[src/rtl/ahb_arbiter_if.sv]
// rtl/ahb_arbiter_if.sv - bus-side signals of the four-master AHB arbiter
`timescale 1ns/1ps
interface ahb_arbiter_if;
    logic       hbusreq_1, hbusreq_2, hbusreq_3, hbusreq_4;
    logic       hlock_1, hlock_2, hlock_3, hlock_4;
    logic [1:0] htrans;
    logic [2:0] hburst;
    logic       hready;
    logic       hgrant_1, hgrant_2, hgrant_3, hgrant_4;
    logic [1:0] hmaster;
    logic       hmastlock;

    modport slave (
        input  hbusreq_1, hbusreq_2, hbusreq_3, hbusreq_4,
        input  hlock_1, hlock_2, hlock_3, hlock_4,
        input  htrans, hburst, hready,
        output hgrant_1, hgrant_2, hgrant_3, hgrant_4,
        output hmaster, hmastlock
    );

    modport master (
        output hbusreq_1, hbusreq_2, hbusreq_3, hbusreq_4,
        output hlock_1, hlock_2, hlock_3, hlock_4,
        output htrans, hburst, hready,
        input  hgrant_1, hgrant_2, hgrant_3, hgrant_4,
        input  hmaster, hmastlock
    );
endinterface

[src/rtl/ahb_arbiter.sv]
// rtl/ahb_arbiter.sv - four-master round-robin AHB arbiter with burst and lock hold
`timescale 1ns/1ps
module ahb_arbiter #(
    parameter int unsigned DEFAULT_MASTER = 0
) (
    input  logic          hclk,
    input  logic          hreset,
    ahb_arbiter_if.slave  bus
);
    localparam logic [1:0] DEF      = 2'(DEFAULT_MASTER);
    localparam logic [3:0] DEF_HOT  = 4'b0001 << DEF;
    localparam logic [1:0] T_IDLE   = 2'b00;
    localparam logic [1:0] T_NONSEQ = 2'b10;
    localparam logic [1:0] T_SEQ    = 2'b11;

    logic [3:0] req, lock;
    logic [3:0] grant, grant_nxt;
    logic [1:0] rr_ptr, rr_nxt;
    logic [1:0] g;
    logic [3:0] burst_cnt, cnt_nxt;
    logic [3:0] beats_m1;
    logic [1:0] hmaster_q;
    logic       mastlock_q;
    logic       nonseq_acc, seq_acc, fixed, not_holding, arb_en;

    assign req  = {bus.hbusreq_4, bus.hbusreq_3, bus.hbusreq_2, bus.hbusreq_1};
    assign lock = {bus.hlock_4, bus.hlock_3, bus.hlock_2, bus.hlock_1};

    always_comb begin
        g = 2'd0;
        case (grant)
            4'b0010: g = 2'd1;
            4'b0100: g = 2'd2;
            4'b1000: g = 2'd3;
            default: g = 2'd0;
        endcase
    end

    always_comb begin
        beats_m1 = 4'd0;
        case (bus.hburst)
            3'b010, 3'b011: beats_m1 = 4'd3;
            3'b100, 3'b101: beats_m1 = 4'd7;
            3'b110, 3'b111: beats_m1 = 4'd15;
            default:        beats_m1 = 4'd0;
        endcase
    end

    assign nonseq_acc = bus.hready && (bus.htrans == T_NONSEQ);
    assign seq_acc    = bus.hready && (bus.htrans == T_SEQ);
    assign fixed      = (beats_m1 != 4'd0);

    always_comb begin
        cnt_nxt = burst_cnt;
        if (nonseq_acc)
            cnt_nxt = beats_m1;
        else if (seq_acc && burst_cnt != 4'd0)
            cnt_nxt = burst_cnt - 4'd1;
        else if (bus.hready && bus.htrans == T_IDLE)
            cnt_nxt = 4'd0;
    end

    // The bus may only move between bursts or on the final accepted SEQ beat.
    assign not_holding = ((burst_cnt == 4'd0) && !(nonseq_acc && fixed)) ||
                         ((burst_cnt == 4'd1) && seq_acc);
    assign arb_en = !lock[g] && not_holding && bus.hready;

    always_comb begin
        logic       found;
        logic [1:0] idx;
        found     = 1'b0;
        idx       = 2'd0;
        grant_nxt = grant;
        rr_nxt    = rr_ptr;
        if (arb_en) begin
            grant_nxt = DEF_HOT;
            // i = 4 wraps to rr_ptr itself so a lone owner keeps the bus.
            for (int i = 1; i <= 4; i++) begin
                idx = rr_ptr + 2'(i);
                if (!found && req[idx]) begin
                    found     = 1'b1;
                    grant_nxt = 4'b0001 << idx;
                    rr_nxt    = idx;
                end
            end
        end
    end

    always_ff @(posedge hclk) begin
        if (hreset) begin
            grant      <= DEF_HOT;
            rr_ptr     <= DEF;
            burst_cnt  <= 4'd0;
            hmaster_q  <= DEF;
            mastlock_q <= 1'b0;
        end else begin
            grant     <= grant_nxt;
            rr_ptr    <= rr_nxt;
            burst_cnt <= cnt_nxt;
            if (bus.hready) begin
                hmaster_q  <= g;
                mastlock_q <= lock[g];
            end
        end
    end

    assign bus.hgrant_1  = grant[0];
    assign bus.hgrant_2  = grant[1];
    assign bus.hgrant_3  = grant[2];
    assign bus.hgrant_4  = grant[3];
    assign bus.hmaster   = hmaster_q;
    assign bus.hmastlock = mastlock_q;
endmodule

[src/flat_wrapper.sv]
// flat-port wrapper written by rule: the top's interface ports become plain ports
module ahb_arbiter_flat 
#(
    parameter int unsigned DEFAULT_MASTER = 0
)
  (hclk, hreset, bus_hbusreq_1, bus_hbusreq_2, bus_hbusreq_3, bus_hbusreq_4, bus_hlock_1, bus_hlock_2, bus_hlock_3, bus_hlock_4, bus_htrans, bus_hburst, bus_hready, bus_hgrant_1, bus_hgrant_2, bus_hgrant_3, bus_hgrant_4, bus_hmaster, bus_hmastlock);
  ahb_arbiter_if bus_i ();
  input  logic hclk;
  input  logic hreset;
  input wire logic [$bits(bus_i.hbusreq_1)-1:0] bus_hbusreq_1;
  input wire logic [$bits(bus_i.hbusreq_2)-1:0] bus_hbusreq_2;
  input wire logic [$bits(bus_i.hbusreq_3)-1:0] bus_hbusreq_3;
  input wire logic [$bits(bus_i.hbusreq_4)-1:0] bus_hbusreq_4;
  input wire logic [$bits(bus_i.hlock_1)-1:0] bus_hlock_1;
  input wire logic [$bits(bus_i.hlock_2)-1:0] bus_hlock_2;
  input wire logic [$bits(bus_i.hlock_3)-1:0] bus_hlock_3;
  input wire logic [$bits(bus_i.hlock_4)-1:0] bus_hlock_4;
  input wire logic [$bits(bus_i.htrans)-1:0] bus_htrans;
  input wire logic [$bits(bus_i.hburst)-1:0] bus_hburst;
  input wire logic [$bits(bus_i.hready)-1:0] bus_hready;
  output wire logic [$bits(bus_i.hgrant_1)-1:0] bus_hgrant_1;
  output wire logic [$bits(bus_i.hgrant_2)-1:0] bus_hgrant_2;
  output wire logic [$bits(bus_i.hgrant_3)-1:0] bus_hgrant_3;
  output wire logic [$bits(bus_i.hgrant_4)-1:0] bus_hgrant_4;
  output wire logic [$bits(bus_i.hmaster)-1:0] bus_hmaster;
  output wire logic [$bits(bus_i.hmastlock)-1:0] bus_hmastlock;
  assign bus_i.hbusreq_1 = bus_hbusreq_1;
  assign bus_i.hbusreq_2 = bus_hbusreq_2;
  assign bus_i.hbusreq_3 = bus_hbusreq_3;
  assign bus_i.hbusreq_4 = bus_hbusreq_4;
  assign bus_i.hlock_1 = bus_hlock_1;
  assign bus_i.hlock_2 = bus_hlock_2;
  assign bus_i.hlock_3 = bus_hlock_3;
  assign bus_i.hlock_4 = bus_hlock_4;
  assign bus_i.htrans = bus_htrans;
  assign bus_i.hburst = bus_hburst;
  assign bus_i.hready = bus_hready;
  assign bus_hgrant_1 = bus_i.hgrant_1;
  assign bus_hgrant_2 = bus_i.hgrant_2;
  assign bus_hgrant_3 = bus_i.hgrant_3;
  assign bus_hgrant_4 = bus_i.hgrant_4;
  assign bus_hmaster = bus_i.hmaster;
  assign bus_hmastlock = bus_i.hmastlock;
  ahb_arbiter #(.DEFAULT_MASTER(DEFAULT_MASTER)) u_core (.hclk(hclk), .hreset(hreset), .bus(bus_i));
endmodule
[config.mk]
export PLATFORM = sky130hd
export DESIGN_NAME = ahb_arbiter_flat
export DESIGN_NICKNAME = d
export VERILOG_FILES = /design/src/rtl/ahb_arbiter_if.sv /design/src/rtl/ahb_arbiter.sv /design/src/flat_wrapper.sv
export SDC_FILE = /design/constraint.sdc
export NUM_CORES = 1
export LEC_CHECK = 0
export CORE_MARGIN = 2
export CORE_UTILIZATION = 51
export DETAILED_ROUTE_END_ITERATION = 12
export PLACE_DENSITY = 0.79
export SYNTH_ARGS = -nofsm -noshare
export SYNTH_HDL_FRONTEND = slang
export SYNTH_SLANG_ARGS = --single-unit
export TNS_END_PERCENT = 10
[constraint.sdc]
create_clock -name hclk -period 3.3 [get_ports hclk]
set_input_delay 0.495 -clock hclk [delete_from_list [all_inputs] [get_ports hclk]]
set_output_delay 0.495 -clock hclk [all_outputs]
set_load 0.1 [all_outputs]
# Yosys cells after proc, flatten, opt, wreduce, memory -nomap -nowiden
# Index checks and enable logic that the tools add are counted.
# word_totals
ff_bits,13
input_bits,16
output_inout_bits,7
wordCells,87
# classes
n_addsub,4
order_cmp,5
n_eq_ne,12
shift,4
muxes,28
bitwise,1
n_reduce_logical,28
# ops
op,n
two-way mux 4 bit,7
left shift 1 x 2 -> 4 bit (first input constant),4
less-than comparator 2 x 3 -> 1 bit (second input constant),5
== test 3 bit (second input constant),4
logical AND 1 bit,12
one-hot mux 4 bit (3 select lines),1
two-way mux 1 bit,11
binary-select mux 1 bit (select 2 bit),5
nonzero test 4 bit,2
== test 3 x 2 -> 1 bit (second input constant),2
two-way mux 2 bit,3
one-hot mux 2 bit (3 select lines),1
nonzero test 3 bit,2
OR reduction 2 bit,3
zero test 1 bit,5
adder 2 bit (second input constant),2
== test 2 bit (second input constant),2
== test 4 x 1 -> 1 bit (second input constant),1
== test 4 x 2 -> 1 bit (second input constant),1
== test 4 x 3 -> 1 bit (second input constant),1
== test 4 bit (second input constant),1
zero test 4 bit,1
subtractor 4 x 1 -> 4 bit (second input constant),1
AND reduction 3 bit,1
4 further kinds,4

# Logic depth before layout (Yosys ltp)
# Gate-level depths: netlist of run 1.
# depth
ltp_word,23
mapped_depth,8
depth_no_buf,7

# Worst setup path before layout of run 1
# OpenSTA, ideal clock, no wires.
# synth_path
path_kind,register to register
startpoint,reg u_core.grant[2]
endpoint,reg u_core.rr_ptr[0]
setup_time_ns,0.121
arrival_ns,2.335
required_time_ns,3.179
slack_ns,0.845
stages_incl_launch_ff,7
path_buffers,1
period_less_slack_ns,2.455
path_cell_list,dfxtp_1 > clkbuf_1 > xor2_1 > o211a_1 > o211a_1 > nor3b_1 > mux2_2
# synth_between
elab_chain_len,8
elab_cells_between_ends,10
classes_between,eq/ne: 3; mux: 3; reduce/logical: 4
# synth_rtl
item,line,source
start: declaration,ahb_arbiter.sv:17,"logic [3:0] grant, grant_nxt;"
start signal: assignment,ahb_arbiter.sv:97,grant <= grant_nxt;
"== test 4 bit, or another cell as far along",ahb_arbiter.sv:31,case (grant)
one-hot mux 2 bit (3 select lines) *,ahb_arbiter.sv:31,
binary-select mux 1 bit (select 2 bit) *,ahb_arbiter.sv:66,assign arb_en = !lock[g] && not_holding && bus.hready;
two-way mux 1 bit (implied by the code) *,ahb_arbiter.sv:66,
zero test 1 bit *,ahb_arbiter.sv:66,
logical AND 1 bit * (2 in a row),ahb_arbiter.sv:66,
AND reduction 3 bit (no line) *,-,
end signal: assignment,ahb_arbiter.sv:98,rr_ptr <= rr_nxt;
end: declaration,ahb_arbiter.sv:18,"logic [1:0] rr_ptr, rr_nxt;"
# Mark *: on every way between the ends. The rest lies on a longest branch, timed or not. The select of a mux whose other input is x is not followed.
# A chain may end at the register's enable or synchronous reset.

# Worst setup path in the final report of run 1
# layout_path
startpoint,reg u_core.rr_ptr[1]
endpoint,reg u_core.grant[1]
# layout_between
elab_chain_len,16
elab_cells_between_ends,31
classes_between,add/sub: 3; shift: 4; mux: 18; reduce/logical: 6
# layout_rtl
item,line,source
adder 2 x 1 -> 2 bit,ahb_arbiter.sv:79,idx = rr_ptr + 2'(i);
binary-select mux 1 bit (select 2 bit),ahb_arbiter.sv:80,if (!found && req[idx]) begin
two-way mux 1 bit (implied by the code),ahb_arbiter.sv:80,
two-way mux 1 bit,ahb_arbiter.sv:80,
two-way mux 1 bit,ahb_arbiter.sv:75,if (arb_en) begin
zero test 1 bit,ahb_arbiter.sv:80,
logical AND 1 bit,ahb_arbiter.sv:80,
two-way mux 1 bit,ahb_arbiter.sv:80,
two-way mux 1 bit,ahb_arbiter.sv:75,
zero test 1 bit,ahb_arbiter.sv:80,
logical AND 1 bit,ahb_arbiter.sv:80,
two-way mux 1 bit,ahb_arbiter.sv:80,
two-way mux 1 bit,ahb_arbiter.sv:75,
zero test 1 bit,ahb_arbiter.sv:80,
logical AND 1 bit,ahb_arbiter.sv:80,
two-way mux 4 bit *,ahb_arbiter.sv:80,
# Marked as above.

==> results of run 1 <==
==> cells by family after synthesis <==
| logic type | share of synthesized area [%] |
|---|---|
| compound gates | 25.2 |
| xor+xnor | 3.01 |
| fa+ha+maj | 10.8 |
| buf+inv | 6.02 |
| flops | 22.4 |
| mux | 11.0 |
| simple gates | 21.7 |
==> worst max-delay path by stage <==
| stage | cells past startpoint | endpoint |
|---|---|---|
| floorplan | 6 | u_core.rr_ptr[0]$_SDFFE_PP0P_ |
| global placement | 5 | u_core.rr_ptr[1]$_SDFFE_PP0P_ |
| detailed placement | 5 | u_core.rr_ptr[1]$_SDFFE_PP0P_ |
| CTS | 6 | u_core.grant[1]$_SDFFE_PP0P_ |
| global route | 6 | u_core.grant[2]$_SDFFE_PP0P_ |
| finish | 6 | u_core.grant[1]$_SDFFE_PP0P_ |
==> registers in the layout (all words and copies together), names as in the netlist <==
name / flops
u_core.rr_ptr: 2
u_core.bus.hmaster: 2
u_core.burst_cnt: 4
u_core.grant: 4
u_core.bus.hmastlock: 1
==> critical path, delay by kind of cell, from the launching register on <==
family	cells	cell delay, ns
muxes	1	0.68
and+or+nand+nor	1	0.23
buffers and inverters	1	0.22
adders and majority gates	1	0.37
AOI/OAI and AO/OA	2	0.51
DFF	1	0.49
==> per-layer routing <==
layer  global-route usage, %  up-vias  part of all wire, %
li1                        -      567                    -
met5                       0        -                    0
met1                    23.8      511                   46
met3                    1.72        3                  3.2
met4                    9.65        0                  1.5
met2                    35.5       27                   50
==> cells in the mapped netlist (2+ instances only) <==
cell and instances:
a211oi_1 2, a21oi_1 14, a222oi_1 3, a311oi_1 4, clkbuf_1 3, dfxtp_1 13, ha_1 10, inv_1 8
mux2_2 2, mux2i_1 3, mux4_1 2, nand2_1 12, nand2b_1 2, nand3_1 2, nand3b_1 2, nor2_1 12
nor3_1 4, nor3b_1 3, o211a_1 2, o21ai_0 7, xor2_1 3
==> cells in the final DEF, fill, tap and decap left out, types with 4 or more instances in the layout <==
| master | netlist | routed |
|---|---|---|
| dfxtp_1 | 13 | 13 |
| nor3_1 | 4 | 4 |
| o21ai_0 | 7 | 7 |
| a311oi_1 | 4 | 4 |
| clkdlybuf4s50_1 | 0 | 18 |
| inv_1 | 8 | 8 |
| nand2_1 | 12 | 12 |
| ha_1 | 10 | 10 |
| nor2_1 | 12 | 12 |
| a21oi_1 | 14 | 14 |
| buf_4 | 1 | 4 |
==> per-stage QoR <==
step	hold WS, ns	setup WS, ns
2_1_floorplan	0.493	0.845
6_report	0.469	0.652
3_5_place_dp	0.458	0.654
5_1_grt	0.492	0.545
4_1_cts	0.470	0.705
3_3_place_gp	0.455	0.719
==> power by group through the flow <==
stage / combinational (mW) / sequential, mW / clock, mW
after global routing: 0.241 / 0.186 / 0.107
after floorplan: 0.129 / 0.225 / 0
after global placement: 0.215 / 0.187 / 0
final: 0.222 / 0.184 / 0.102
after CTS: 0.221 / 0.184 / 0.102
after detailed placement: 0.220 / 0.187 / 0
==> final cells by class <==
type | instances | area [um2]
inverters | 9 | 35.0
clock buffers | 4 | 26.3
well taps | 28 | 35.0
multi-input cells | 111 | 833
flip-flops and latches | 13 | 260
repair buffers | 22 | 210
fillers | 185 | 791
==> results.md, run 1 <==
- Diodes inserted: 0
- Overall die area: 2680 um2
- Vias in the first global route: 955
- Gate Count Post-Synth: 139
- CP max stage cell: mux4_1
- Int Pwr: 0.303 mW
- Final Instance Area: 1400 um2
- CTS root buffer: clkbuf_4
- Slew Viols, Final: 0
- Core Rows: 17
- Layout Cells excl Fill: 187
- VDD IR max: 0.169 mV
- Critical path cell sequence: inv_1 > ha_1 > mux4_1 > nor3b_2 > a222oi_1 > a311oi_1
- FFs w/ async S/R, synth: 0%
- Residual DRC: 0
- Slew of the pin with the lowest slew margin: 0.959 ns
- Reg2reg path depth: 6
- Die Height: 51.8 um
- Hpwl dp: 1890 um
- CP Launch Type: register
- Dpl cell area: 1370 um2
- Clock skew: 0.00713 ns
- Setup bufs post-CTS: 0
- Clk pwr share: 20.0%
- Comb pwr share: 43.7%
- CP max stage delay: 0.68 ns
- Post-cts resize count: 0
- Fin crit period: 2.65 ns
- Clock buffer depth: 2
- Syn Nets: 165
- Final net count: 186
- WHS Path Cells: 2
- Initial detailed-routing violation count: 30
- Relative slew slack: 35.9%
- Critical path origin: u_core.rr_ptr[1]$_SDFFE_PP0P_
- Ports: 23
- Capturing point of the worst reg2reg path: u_core.grant[1]$_SDFFE_PP0P_
- GPL Wtd Cong: 0.855
- Post-CTS Hold Fix Bufs: 0
- Total power: 0.508 mW
- Final wirelength: 2510 um
- CTS tree: yes
- Sw Pwr: 0.205 mW
- Mapped cell area: 1160 um2
- LEAKAGE: 0.552 nW
- Register bit total from synthesis: 13
- RSZ-0062 raised after global routing: no
- Util after Layout: 63.9%
- Area share of the largest cell type after synthesis: 22.4%
- DP Cell Count: 183
- Total Routing Usage GR: 19.9%
- GR Overflow Total: 0
- Post-synth cell types: 47
- Synthesis warning total: 0
- Reg-to-reg setup timing slack: 0.65 ns
- CP Class: register to register
- Wirelength per Cell: 13.4 um
- Status: finished, final reports clean
- Top cells by area, synth: dfxtp_1 (22%), ha_1 (11%), a21oi_1 (6.0%)
- Final setup violation count: 0
- Antenna-violating nets left: 0
- Routed vias: 1108
- Clk_lat worst skew: 0.29 ns
- Sequential share of the synthesized area: 22.4%
- Setup TNS: 0 ns
- RR Startpoint: u_core.rr_ptr[1]$_SDFFE_PP0P_
- Worst Path Required: 3.45 ns
- H-tree depth reported by CTS: 1
- Switch share: 40.4%
- Die Wd: 51.8 um
- Initial Utilization: 53.1%
- Share of layout cells above drive strength 1: 9.43%
- Critical Path Fanout Max: 8
- Clock slew at reported path FFs: 0.08 ns
- Crit path DAT: 2.80 ns
- Top cell type by total area after synthesis: dfxtp_1
- CTS Buf Count: 3
- Pwr/cell area: 363 nW/um2
- Fmax: 0.378 GHz
- Synthesized area per cell: 8.37 um2
- Main synth FF type: dfxtp_1
- Clk sinks: 13
- Period utilization: 80.2%
- Vias per cell: 5.93
- Input/output buffers: 21
- Hold wc startpoint: u_core.bus.hmaster[1]$_SDFFE_PP0P_
- Hold Crit Endpoint: u_core.bus.hmaster[1]$_SDFFE_PP0P_
- Pre-antenna DRT Iters: 4
- Core ar.: 2190 um2
- P&R area growth vs syn: 20.3%
- Largest net degree at the start of global routing: 16
- Post-synth EDFFs: 0
- Hold Vio Cnt, Final: 0
- First-pass GRT wire length: 4020 um
- Min-Delay Path Class: register to register
- Type of destination of the critical path: register
- Initial antenna violation count: 0
- Max-cap violation count: 0
- Reg power frac: 36.3%
Power figures use the tool's default switching activity.
==> inputs of run 2 (changes only) <==
==> constraint.sdc (replaced) <==
create_clock -name hclk -period 2.5 [get_ports hclk]
set_input_delay 0.375 -clock hclk [delete_from_list [all_inputs] [get_ports hclk]]
set_output_delay 0.375 -clock hclk [all_outputs]
set_load 0.1 [all_outputs]
==> run 2 against run 1 <==
Against the previous run: utilization increased by 2.3 points; first-iteration DRC count rose by 17%; clock-buffer cell count stayed put; worst hold slack improved by 0.00059 ns; combinational power increased by 43%; worst setup slack worse by 0.34 ns; global-route usage up 1.1 points; die area is the same; clock skew is 0.0067 ns lower; critical endpoint unchanged; highest routed layer unchanged.
==> results.md, run 2 (synthesized netlist as in run 1, its figures left out) <==
- Commonest cells after routing, fill and taps aside: buf_4 (16), a21oi_1 (14), clkdlybuf4s50_1 (14), dfxtp_1 (13) (was clkdlybuf4s50_1 (18), a21oi_1 (14), dfxtp_1 (13), nor2_1 (12), nand2_1 (12))
- Int Pwr: 0.416 mW (was 0.303 mW)
- First-pass GRT wire length: 4340 um (was 4020 um)
- Slew Viols, Final: 0 (unchanged)
- Vias per cell: 5.86 (was 5.93)
- Crit path max-delay family: multiplexers (unchanged)
- Crit path DAT: 2.31 ns (was 2.80 ns)
- Max-cap violation count: 0 (unchanged)
- Clock skew: 0.000414 ns (was 0.00713 ns)
- Sw Pwr: 0.262 mW (was 0.205 mW)
- GR Util met3: 3.16% (was 1.72%)
- WP buf/inv: 1 (unchanged)
- GR Util met2: 37.4% (was 35.5%)
- Core Rows: 17 (unchanged)
- CP max stage cell: mux4_1 (unchanged)
- Core ar.: 2190 um2 (unchanged)
- Most common cell after layout, fill and taps aside: buf_4 (was clkdlybuf4s50_1)
- Pwr/cell area: 467 nW/um2 (was 363 nW/um2)
- Fmax: 0.458 GHz (was 0.378 GHz)
- Total power: 0.678 mW (was 0.508 mW)
- Overall die area: 2680 um2 (unchanged)
- Share of layout cells above drive strength 1: 16.2% (was 9.43%)
- Clk_lat worst skew: 0.26 ns (was 0.29 ns)
- Slew of the pin with the lowest slew margin: 0.521 ns (was 0.959 ns)
- Final setup violation count: 0 (unchanged)
- Gr busiest metal: met2 (unchanged)
- GR Overflow Total: 0 (unchanged)
- Vias in the first global route: 1028 (was 955)
- Routed vias: 1142 (was 1108)
- Post-cts resize count: 0 (unchanged)
- Hold Vio Cnt, Final: 0 (unchanged)
- Clk sinks: 13 (unchanged)
- GRT met1 Usage: 25.8% (was 23.8%)
- Switch share: 38.6% (was 40.4%)
- Critical path cell sequence: inv_1 > ha_1 > mux4_1 > nor3b_2 > a222oi_1 > a311oi_1 (unchanged)
- Clock buffer depth: 2 (unchanged)
- CP Class: register to register (unchanged)
- H-tree depth reported by CTS: 1 (unchanged)
- Dpl cell area: 1420 um2 (was 1370 um2)
- Reg-to-reg setup timing slack: 0.32 ns (was 0.65 ns)
- RSZ-0062 raised after global routing: no (unchanged)
- Ports: 23 (unchanged)
- P&R area growth vs syn: 24.6% (was 20.3%)
- Final wirelength: 2490 um (was 2510 um)
- CP Launch Type: register (unchanged)
- Layout Cells excl Fill: 195 (was 187)
- Residual DRC: 0 (unchanged)
- Comb pwr share: 46.7% (was 43.7%)
- Input/output buffers: 21 (unchanged)
- CTS Buf Count: 3 (unchanged)
- Min-Delay Path Class: register to register (unchanged)
- CP max stage delay: 0.62 ns (was 0.68 ns)
- Initial antenna violation count: 0 (unchanged)
- Worst Path Required: 2.63 ns (was 3.45 ns)
- Hold WS: 0.470 ns (was 0.469 ns)
- LEAKAGE: 0.596 nW (was 0.552 nW)
- Setup bufs post-CTS: 0 (unchanged)
- Die Height: 51.8 um (unchanged)
- Diodes inserted: 0 (unchanged)
- Relative slew slack: 65.0% (was 35.9%)
- Final setup margin: 0.316 ns (was 0.652 ns)
- Clk pwr share: 17.8% (was 20.0%)
- Initial Utilization: 53.1% (unchanged)
- CTS tree: yes (unchanged)
- Util after Layout: 66.2% (was 63.9%)
- Post-CTS Hold Fix Bufs: 0 (unchanged)
- Die Wd: 51.8 um (unchanged)
- Fin crit period: 2.18 ns (was 2.65 ns)
- Critical Path Fanout Max: 4 (was 8)
- Status: finished, final reports clean (unchanged)
- Type of destination of the critical path: register (unchanged)
- Largest net degree at the start of global routing: 16 (unchanged)
- Antenna-violating nets left: 0 (unchanged)
- Final Instance Area: 1450 um2 (was 1400 um2)
- Largest registers in the final layout: u_core.burst_cnt: 4 flops, u_core.grant: 4 flops (unchanged)
- Setup TNS: 0 ns (unchanged)
- Pre-CTS WS: 0.0954 ns (was 0.654 ns)
- Initial detailed-routing violation count: 35 (was 30)
- DP Cell Count: 191 (was 183)
- CTS root buffer: clkbuf_4 (unchanged)
- GPL Wtd Cong: 0.883 (was 0.855)
- Clock slew at reported path FFs: 0.07 ns (was 0.08 ns)
- Total Routing Usage GR: 21.0% (was 19.9%)
- Wirelength per Cell: 12.7 um (was 13.4 um)
- Period utilization: 87.4% (was 80.2%)
- Pre-antenna DRT Iters: 7 (was 4)
- Reg power frac: 35.4% (was 36.3%)
- Hpwl dp: 1940 um (was 1890 um)
- Final net count: 194 (was 186)
- VDD IR max: 0.215 mV (was 0.169 mV)
[run 2: changes by cell type in the layout (fill, tap and decap cells not counted)]
cell	delta
buf_4	+12
clkdlybuf4s50_1	-4
[run 2: power by group through the flow]
stage | combinational [mW] | clock [mW] | sequential [mW]
after detailed placement | 0.312 | 0 | 0.244
after floorplan | 0.170 | 0 | 0.297
final | 0.317 | 0.121 | 0.240
after global placement | 0.306 | 0 | 0.244
after CTS | 0.316 | 0.126 | 0.240
after global routing | 0.346 | 0.137 | 0.243
[run 2: layout make-up]
cell class	instances	area [um2]
timing repair buffer	30	260
tap	28	35.0
inverter	9	35.0
clock buffer	4	26.3
multi-input combinational	111	833
sequential	13	260
fill	182	741
[run 2: tightest hold or removal path, cell delays in order (launching register included)]
cell	delay, ns
dfxtp_1	0.31
nand2b_1	0.06
a21oi_1	0.05
[run 2: path summary, 6_finish.rpt]
check,startpoint,to,cells past startpoint
setup / recovery,u_core.rr_ptr[1]$_SDFFE_PP0P_,u_core.grant[1]$_SDFFE_PP0P_,6
hold / removal,u_core.bus.hmaster[1]$_SDFFE_PP0P_,u_core.bus.hmaster[1]$_SDFFE_PP0P_,2
setup reg to reg,u_core.rr_ptr[1]$_SDFFE_PP0P_,u_core.grant[1]$_SDFFE_PP0P_,6
hold reg to reg,u_core.bus.hmaster[1]$_SDFFE_PP0P_,u_core.bus.hmaster[1]$_SDFFE_PP0P_,2
[run 2: metal layers]
layer,up-vias,part of all wire [%]
met5,-,0
li1,585,-
met2,27,49
met4,0,1.4
met3,4,3.9
met1,526,46
==> inputs of run 3 (changes only) <==
--- a/config.mk
+++ b/config.mk
@@ -6,9 +6,8 @@
 export NUM_CORES = 1
 export LEC_CHECK = 0
 export CORE_MARGIN = 2
-export CORE_UTILIZATION = 51
+export CORE_UTILIZATION = 25
 export DETAILED_ROUTE_END_ITERATION = 12
-export PLACE_DENSITY = 0.79
 export SYNTH_ARGS = -nofsm -noshare
 export SYNTH_HDL_FRONTEND = slang
 export SYNTH_SLANG_ARGS = --single-unit
==> run 3 against run 2 <==
Against the previous run: clock power increased by 51%; total power increased by 9.1%; clock skew increased by 0.0048 ns; worst setup slack got worse by 0.024 ns; register-to-register slack got worse by 0.02 ns; maximum frequency decreased by 1.1%; die area increased by 95%; worst hold slack got worse by 0.0050 ns; critical path depth unchanged; global-route usage decreased by 10 points.
==> results.md, run 3 (synthesized netlist as in run 1, its figures left out) <==
- Antenna-violating nets left: 0 (unchanged)
- Period utilization: 88.3% (was 87.4%)
- Total Routing Usage GR: 10.9% (was 21.0%)
- Setup TNS: 0 ns (unchanged)
- CP Class: register to register (unchanged)
- Capturing point of the worst reg2reg path: u_core.grant[1]$_SDFFE_PP0P_ (unchanged)
- Post-CTS Hold Fix Bufs: 0 (unchanged)
- Clock slew at reported path FFs: 0.06 ns (was 0.07 ns)
- Ports: 23 (unchanged)
- Initial detailed-routing violation count: 53 (was 35)
- CP max stage delay: 0.66 ns (was 0.62 ns)
- RSZ-0062 raised after global routing: no (unchanged)
- CTS root buffer: clkbuf_8 (was clkbuf_4)
- Initial Utilization: 26.4% (was 53.1%)
- Initial antenna violation count: 0 (unchanged)
- P&R area growth vs syn: 30.1% (was 24.6%)
- Fmax: 0.453 GHz (was 0.458 GHz)
- CP max stage cell: mux4_1 (unchanged)
- Input/output buffers: 21 (unchanged)
- Post-cts resize count: 0 (unchanged)
- Crit path DAT: 2.31 ns (about the same)
- Gr busiest metal: met2 (unchanged)
- VDD IR max: 0.174 mV (was 0.215 mV)
- GR Util met2: 17.3% (was 37.4%)
- Die Wd: 72.2 um (was 51.8 um)
- Critical path cell sequence: inv_1 > ha_1 > mux4_1 > nor3b_2 > a222oi_1 > a311oi_1 (unchanged)
- GPL Wtd Cong: 0.881 (was 0.883)
- Hold wc startpoint: u_core.bus.hmaster[1]$_SDFFE_PP0P_ (unchanged)
- RR Startpoint: u_core.rr_ptr[1]$_SDFFE_PP0P_ (unchanged)
- Largest net degree at the start of global routing: 16 (unchanged)
- Hpwl dp: 2040 um (was 1940 um)
- Relative slew slack: 63.7% (was 65.0%)
- Residual DRC: 0 (unchanged)
- First-pass GRT wire length: 4670 um (was 4340 um)
- Commonest cells after routing, fill and taps aside: buf_4 (18), a21oi_1 (14), clkdlybuf4s50_1 (14), dfxtp_1 (13) (was buf_4 (16), a21oi_1 (14), clkdlybuf4s50_1 (14), dfxtp_1 (13))
- Max-cap violation count: 0 (unchanged)
- Util after Layout: 34.3% (was 66.2%)
- Slew Viols, Final: 0 (unchanged)
- Core Rows: 24 (was 17)
- Overall die area: 5220 um2 (was 2680 um2)
- Most common cell after layout, fill and taps aside: buf_4 (unchanged)
- Slew of the pin with the lowest slew margin: 0.543 ns (was 0.521 ns)
- GR Overflow Total: 0 (unchanged)
- Clk_lat worst skew: 0.24 ns (was 0.26 ns)
- Final net count: 196 (was 194)
- Routed vias: 1132 (was 1142)
- Core ar.: 4410 um2 (was 2190 um2)
- Reg-to-reg setup timing slack: 0.29 ns (was 0.32 ns)
- Fin crit period: 2.21 ns (was 2.18 ns)
- LEAKAGE: 0.613 nW (was 0.596 nW)
- Hold Vio Cnt, Final: 0 (unchanged)
- Share of layout cells above drive strength 1: 17.2% (was 16.2%)
- Final setup violation count: 0 (unchanged)
- Vias per cell: 5.12 (was 5.86)
- Pre-antenna DRT Iters: 4 (was 7)
- Clock buffer depth: 2 (unchanged)
- GRT met1 Usage: 15.4% (was 25.8%)
- H-tree depth reported by CTS: 1 (unchanged)
- CTS tree: yes (unchanged)
- Min-Delay Path Class: register to register (unchanged)
- Hold Crit Endpoint: u_core.bus.hmaster[1]$_SDFFE_PP0P_ (unchanged)
- GR Util met3: 0.833% (was 3.16%)
- Pwr/cell area: 488 nW/um2 (was 467 nW/um2)
- Vias in the first global route: 998 (was 1028)
- Reg2reg path depth: 6 (unchanged)
- Diodes inserted: 0 (unchanged)
- Wirelength per Cell: 12.0 um (was 12.7 um)
- Die Height: 72.2 um (was 51.8 um)
- WHS Path Cells: 2 (unchanged)
- Worst Path Required: 2.60 ns (was 2.63 ns)
- CTS Buf Count: 3 (unchanged)
- Clock skew: 0.00524 ns (was 0.000414 ns)
- CP Launch Type: register (unchanged)
- Clk sinks: 13 (unchanged)
- Setup bufs post-CTS: 0 (unchanged)
- Largest registers in the final layout: u_core.burst_cnt: 4 flops, u_core.grant: 4 flops (unchanged)
- Critical Path Fanout Max: 6 (was 4)
- Status: finished, final reports clean (unchanged)
- Type of destination of the critical path: register (unchanged)
- Final wirelength: 2660 um (was 2490 um)
[run 3: area by class of cell]
type	instances	area, um2
multi-input cells	111	833
repair buffers	32	275
flip-flops and latches	13	260
fillers	462	2900
well taps	52	65.1
clock buffers	4	45.0
inverters	9	35.0
[run 3: routing by layer]
layer	up-vias	share of wire (%)
met5	-	0
met4	0	0.86
met3	2	3.5
met2	23	44
met1	525	51
li1	582	-
[run 3: worst max-delay path: cells and delay by family, from the launching register on]
kind | cells | cell delay [ns]
buffers and inverters | 1 | 0.06
AO/OA/AOI/OAI | 2 | 0.48
AND/OR/NAND/NOR | 1 | 0.22
multiplexers | 1 | 0.66
flip-flops | 1 | 0.33
adder cells (fa/ha/maj) | 1 | 0.33
[run 3: worst max path at each step]
stage | from | endpoint | slack, ns | cells past startpoint
2_1_floorplan | u_core.grant[2]$_SDFFE_PP0P_ | u_core.rr_ptr[0]$_SDFFE_PP0P_ | 0.04 | 6
3_3_place_gp | bus_hbusreq_4 | u_core.rr_ptr[1]$_SDFFE_PP0P_ | 0.06 | 5
3_5_place_dp | bus_hbusreq_3 | u_core.rr_ptr[1]$_SDFFE_PP0P_ | 0.05 | 5
4_1_cts | u_core.rr_ptr[0]$_SDFFE_PP0P_ | u_core.grant[1]$_SDFFE_PP0P_ | 0.29 | 6
5_1_grt | u_core.rr_ptr[1]$_SDFFE_PP0P_ | u_core.grant[3]$_SDFFE_PP0P_ | 0.16 | 6
6_report | u_core.rr_ptr[1]$_SDFFE_PP0P_ | u_core.grant[1]$_SDFFE_PP0P_ | 0.29 | 6
[run 3: per-stage QoR]
stage | instances | total power, mW | worst slack [ns] | hold WS, ns | instance area, um2
after global routing | 221 | 0.793 | 0.157 | 0.507 | 1510
after global placement | 217 | 0.559 | 0.0633 | 0.457 | 1470
after floorplan | 139 | 0.467 | 0.0447 | 0.481 | 1160
final | 221 | 0.740 | 0.292 | 0.465 | 1510
after CTS | 221 | 0.748 | 0.289 | 0.469 | 1510
after detailed placement | 217 | 0.561 | 0.0548 | 0.459 | 1470
[run 3: power by group]
| group | internal [mW] | leakage, nW | switching (mW) |
|---|---|---|---|
| Combinational | 0.132 | 0.484 | 0.183 |
| Clock | 0.112 | 0.0228 | 0.0707 |
| Sequential | 0.222 | 0.106 | 0.0194 |
